===== src/rtl/i2s_pkg.sv =====
// Shared types and frame geometry for the I2S transmitter.
package i2s_pkg;

  typedef enum logic [1:0] {
    IDLE,
    RUN,
    DRAIN
  } state_t;

  localparam int unsigned SLOTS_PER_CH    = 32;
  localparam int unsigned SLOTS_PER_FRAME = 64;
  localparam int unsigned DEFAULT_DATA_W  = 24;

endpackage


===== src/rtl/i2s_clk_div.sv =====
// BCLK generator: counts CLK_DIV clk cycles per half-period and strobes
// the edge on which bclk falls (fall tick) or rises (rise tick).
module i2s_clk_div #(
  parameter int unsigned CLK_DIV = 8
) (
  input  logic clk,
  input  logic reset,
  input  logic i_clr,
  input  logic i_en,
  output logic o_bclk,
  output logic o_fall_tick,
  output logic o_rise_tick
);

  localparam int unsigned CW = $clog2(CLK_DIV);

  logic [CW-1:0] r_cnt;
  logic          r_bclk;
  logic          w_wrap;

  assign w_wrap      = i_en && !i_clr && (r_cnt == CW'(CLK_DIV - 1));
  assign o_fall_tick = w_wrap && r_bclk;
  assign o_rise_tick = w_wrap && !r_bclk;
  assign o_bclk      = r_bclk;

  // Divider counter and bclk toggle on wrap; clear parks bclk low.
  always_ff @(posedge clk) begin
    if (reset || i_clr) begin
      r_cnt  <= '0;
      r_bclk <= 1'b0;
    end else if (i_en) begin
      if (w_wrap) begin
        r_cnt  <= '0;
        r_bclk <= ~r_bclk;
      end else begin
        r_cnt <= r_cnt + 1'b1;
      end
    end
  end

endmodule


===== src/rtl/i2s_tx.sv =====
// I2S transmitter: one-deep holding register fed by a valid/ready
// handshake, 64-slot frame, same sample on left and right channels.
module i2s_tx
  import i2s_pkg::*;
#(
  parameter int unsigned CLK_DIV = 8,
  parameter int unsigned DATA_W  = DEFAULT_DATA_W
) (
  input  logic              clk,
  input  logic              reset,
  input  logic              en,
  input  logic [DATA_W-1:0] in_data,
  input  logic              in_valid,
  output logic              in_ready,
  output logic              bclk,
  output logic              lrclk,
  output logic              sdata,
  output logic              underrun
);

  localparam logic [5:0] LAST_SLOT = 6'(SLOTS_PER_FRAME - 1);

  state_t            r_state;
  state_t            w_state_nxt;
  logic [5:0]        r_slot;
  logic [5:0]        w_slot_nxt;
  logic [DATA_W-1:0] r_hold;
  logic [DATA_W-1:0] r_frame;
  logic              r_hold_valid;
  logic              r_lrclk;
  logic              r_sdata;
  logic              r_underrun;
  logic              w_fall;
  logic              w_unused_rise;
  logic              w_div_clr;
  logic              w_div_en;
  logic              w_advance;
  logic              w_enter_k0;
  logic              w_xfer;
  logic              w_bit;

  i2s_clk_div #(
    .CLK_DIV(CLK_DIV)
  ) u_clk_div (
    .clk        (clk),
    .reset      (reset),
    .i_clr      (w_div_clr),
    .i_en       (w_div_en),
    .o_bclk     (bclk),
    .o_fall_tick(w_fall),
    .o_rise_tick(w_unused_rise)
  );

  assign w_xfer     = in_valid && !r_hold_valid;
  assign in_ready   = !r_hold_valid;
  assign w_slot_nxt = r_slot + 6'd1;
  assign lrclk      = r_lrclk;
  assign sdata      = r_sdata;
  assign underrun   = r_underrun;

  // State register.
  always_ff @(posedge clk) begin
    if (reset) r_state <= IDLE;
    else       r_state <= w_state_nxt;
  end

  // Next-state logic; en wins over the frame-end tick while draining.
  always_comb begin
    w_state_nxt = r_state;
    unique case (r_state)
      IDLE:    if (en) w_state_nxt = RUN;
      RUN:     if (!en) w_state_nxt = DRAIN;
      DRAIN: begin
        if (en)                                w_state_nxt = RUN;
        else if (w_fall && r_slot == LAST_SLOT) w_state_nxt = IDLE;
      end
      default: w_state_nxt = IDLE;
    endcase
  end

  // FSM outputs: divider control and slot-advance strobes.
  always_comb begin
    w_div_clr  = (r_state == IDLE);
    w_div_en   = (r_state != IDLE);
    w_advance  = w_fall && (w_state_nxt != IDLE);
    w_enter_k0 = w_advance && (r_slot == LAST_SLOT);
  end

  // Bit for the slot being entered: channel slot j carries bit DATA_W-j.
  always_comb begin
    w_bit = 1'b0;
    for (int unsigned i = 0; i < DATA_W; i++) begin
      if (w_slot_nxt[4:0] == 5'(DATA_W - i)) w_bit = r_frame[i];
    end
  end

  // Holding register, frame register, slot counter and serial outputs.
  always_ff @(posedge clk) begin
    if (reset) begin
      r_slot       <= '0;
      r_hold       <= '0;
      r_hold_valid <= 1'b0;
      r_frame      <= '0;
      r_lrclk      <= 1'b1;
      r_sdata      <= 1'b0;
      r_underrun   <= 1'b0;
    end else begin
      r_underrun <= 1'b0;
      if (w_xfer) begin
        r_hold       <= in_data;
        r_hold_valid <= 1'b1;
      end
      // Parking the slot at 63 makes the first fall tick wrap into k=0.
      if (r_state == IDLE && en) r_slot <= LAST_SLOT;
      if (w_advance) begin
        r_slot  <= w_slot_nxt;
        r_lrclk <= w_slot_nxt[5];
        r_sdata <= w_bit;
        if (w_enter_k0) begin
          if (r_hold_valid) begin
            r_frame      <= r_hold;
            r_hold_valid <= 1'b0;
          end else begin
            r_frame    <= '0;
            r_underrun <= 1'b1;
          end
        end
      end else if (w_fall) begin
        r_lrclk <= 1'b1;
        r_sdata <= 1'b0;
      end
    end
  end

endmodule


===== config.mk =====
export PLATFORM = sky130hd
export DESIGN_NAME = i2s_tx
export DESIGN_NICKNAME = d
export VERILOG_FILES = /design/src/rtl/i2s_pkg.sv /design/src/rtl/i2s_clk_div.sv /design/src/rtl/i2s_tx.sv
export SDC_FILE = /design/constraint.sdc
export NUM_CORES = 1
export LEC_CHECK = 0
export CORE_ASPECT_RATIO = 0.75
export CORE_MARGIN = 2
export CORE_UTILIZATION = 56
export CTS_CLUSTER_SIZE = 30
export DETAILED_ROUTE_END_ITERATION = 7
export GPL_TIMING_DRIVEN = 1
export PLACE_DENSITY = 0.83
export SLEW_MARGIN = 40
export SYNTH_ARGS = -nofsm -noshare
export SYNTH_HDL_FRONTEND = slang
export SYNTH_SLANG_ARGS = --single-unit

===== constraint.sdc =====
create_clock -name clk -period 3.01 [get_ports clk]
set_clock_uncertainty 0.15 [all_clocks]
set_input_delay 0.602 -clock clk [delete_from_list [all_inputs] [get_ports clk]]
set_output_delay 0.602 -clock clk [all_outputs]
set_load 0.1 [all_outputs]

==> impl_results.md <==
* Status: complete, no violations
* Hold Path Stages at 1
* Ports at 33
* Leakage at 1.30 nW
* R2R depth at 7
* Post-synthesis async set-or-reset flop share at 0
* Die Y at 67.7 um
* CP startpoint kind: register
* Seq/Total Area, Yosys at 0.423
* Critical-path maximum fanout at 24
* Antenna viol nets, final at 0
* Gpl congestion at 0.927
* Post-synth EDFFs at 0
* Fin crit share at 0.839
* Syn Area/Cell at 8.35 sq um
* Setup ws final at 485 ps
* Slew headroom at 0.484
* Fmax achieved at 396 MHz
* Drt via density at 5.76
* Vias in the first global route at 2,335
* Clock slew seen by the registers of the worst setup and hold paths at 70 ps
* Worst Hold Class: reg -> reg
* Setup TNS at 0 ps
* Die Width at 89.0 um
* CP Class: reg -> reg
* TritonCTS Sinks at 64
* Nets at 420
* Core Region at 5300 sq um
* Unique masters post-synth at 56
* Post-layout min period at 2520 ps
* Pin slew with the least headroom to its limit at 772 ps
* Number of setup buffers added after CTS at 0
* Routed length per instance at 14.6 um
* WP data required at 3090 ps
* First-pass GRT wire length at 11.1 mm
* Vias at 2,678
* Antenna cells at 0
* Worst r2r src: r_slot[0]
* Post-DP HPWL at 4.64 mm
* Starting Density at 0.573
* Port Buf Inserts at 32
* WP data arrival at 2600 ps
* Antenna violations before repair at 0
* Syn_nets at 398
* Num CTS Buffers at 9
* Fillers at 462
* Yosys reg bits at 64
* CP Capture Type: register
* Layout cells sized above 1 at 0.0821
* PwrDens at 551 nW/um^2
* GRT Total Usage at 0.241
* Pin count of the biggest net entering global routing at 26
* GRT Residual Overflow at 0
* Post-CTS Resized at 0
* Worst vdd ir at 0.385 mV
* Commonest cells after routing, fill and taps aside: dfxtp_1 (64), nand2_1 (62), a21oi_1 (43)
* Final setup fails at 0
* Num rows at 23
* Commonest non-fill, non-tap cell in the layout: dfxtp_1
* Cells after Synth at 363
* Total power at 0.00198 W
* Hold Startpoint: u_clk_div.r_cnt[0]
* # Max-Cap Violations at 0
* Top FF cell, synth: dfxtp_1
* H-tree depth at 3
* Root Driver: clkbuf_8
* RSZ-0062 raised after global routing: no
* Die ar. at 6020 sq um
* R2R Setup Slk at 490 ps
* Drt pass-1 iters at 7
* Number of DRC markers in iteration 0 at 173
* Warnings from Yosys at 0
* Final wirelength at 6.79 mm
* Worst Hold Path EP: u_clk_div.r_cnt[0]
* Area grow syn2layout at 18.3%
* CTS Hold Bufs at 0
* Crit Reg-Reg Endpoint: r_frame[0]
* Synthesized cell area at 3030 sq um
* Hold Violations, Final at 0
* Slew Viols, Final at 0
* Maximum buffer depth of the clock tree at 2
* CTS tree: yes
* Dpl ws at 517 ps
* Worst skew pair latency at 340 ps
* DRC at 0
[critical path: stages, from the launching register on]
cell     delay (ps)
dfxtp_1         580
ha_1            310
nand2_1         200
nor2_4          250
nand4_1         230
nor2b_1         210
buf_4           220
a22o_1          260
[stage by stage]
step / cell area (sq um) / instances / hold slack, ps / utilization
after floorplan: 3030 / 363 / 258 / -
after global placement: 3370 / 449 / 277 / 0.636
after detailed placement: 3370 / 449 / 284 / 0.636
after CTS: 3590 / 465 / 302 / 0.677
after global routing: 3590 / 465 / 316 / 0.677
final: 3590 / 465 / 296 / 0.677
[power breakdown]
group          internal (W)  total [W]  switching [W]
Sequential         0.000876   0.000914      0.0000374
Clock              0.000470   0.000815       0.000344
Combinational      0.000109   0.000247       0.000138
[flip-flops by register name (all words and copies together) (netlist names)]
signal            count
r_hold               24
u_clk_div.r_cnt       3
sdata                 1
r_frame              24
r_hold_valid          1
r_slot                6
lrclk                 1
underrun              1
r_state               2
u_clk_div.o_bclk      1
[cell type report]
class	instances	area (sq um)	area share
inverters	12	45.0	0.0126
well taps	75	93.8	0.0262
clock inverters	6	92.6	0.0258
flip-flops and latches	64	1280	0.357
clock buffers	10	128	0.0356
repair buffers	38	353	0.0984
multi-input cells	260	1590	0.444
[routing by layer]
layer  routed length (um)  GRT usage  vias up  share of wire
met5                    0          0        -              0
met4                   82     0.0634        0          0.012
met3                  412     0.0709       12          0.061
met2                 3050      0.390       98           0.45
met1                 3250      0.318     1212           0.48
li1                     -          -     1356              -
[worst max path at each step]
stage               slack [ps]          end        startpoint
floorplan                  620    r_slot[2]  u_clk_div.o_bclk
global placement           570  r_frame[15]                en
detailed placement         520   r_frame[0]                en
CTS                        540   r_frame[0]         r_slot[1]
global route               310        sdata         r_slot[0]
finish                     490   r_frame[0]         r_slot[0]
[synth_stat cells (all sizes together) (2+ instances only)]
cell	instances	area share
a2111oi	2	0.0058
a21o	3	0.0074
clkbuf	17	0.021
nor2b	5	0.010
o21ai	8	0.013
nand4	3	0.0062
a211o	2	0.0058
o22ai	3	0.0062
and2	3	0.0062
nand2b	5	0.010
o211ai	6	0.015
xnor2	2	0.0058
a221o	2	0.0066
nand3b	3	0.0074
buf	10	0.016
a211oi	5	0.014
mux2i	2	0.0066
dfxtp	64	0.42
nand3	6	0.0099
a2bb2oi	2	0.0058
nor2	19	0.026
inv	12	0.015
ha	7	0.029
o21a	4	0.0099
a221oi	5	0.020
a21oi	43	0.071
nor3	13	0.023
a22o	25	0.072
nand2	62	0.077
[logic make-up after synthesis]
family	share of synthesized area
muxes	0.0103
and+or+nand+nor	0.200
xor gates and xnor gates	0.00867
AOI/OAI and AO/OA	0.278
DFF	0.423
adders and majority gates	0.0289
buffers and inverters	0.0520
(Power assumes the default switching activity.)
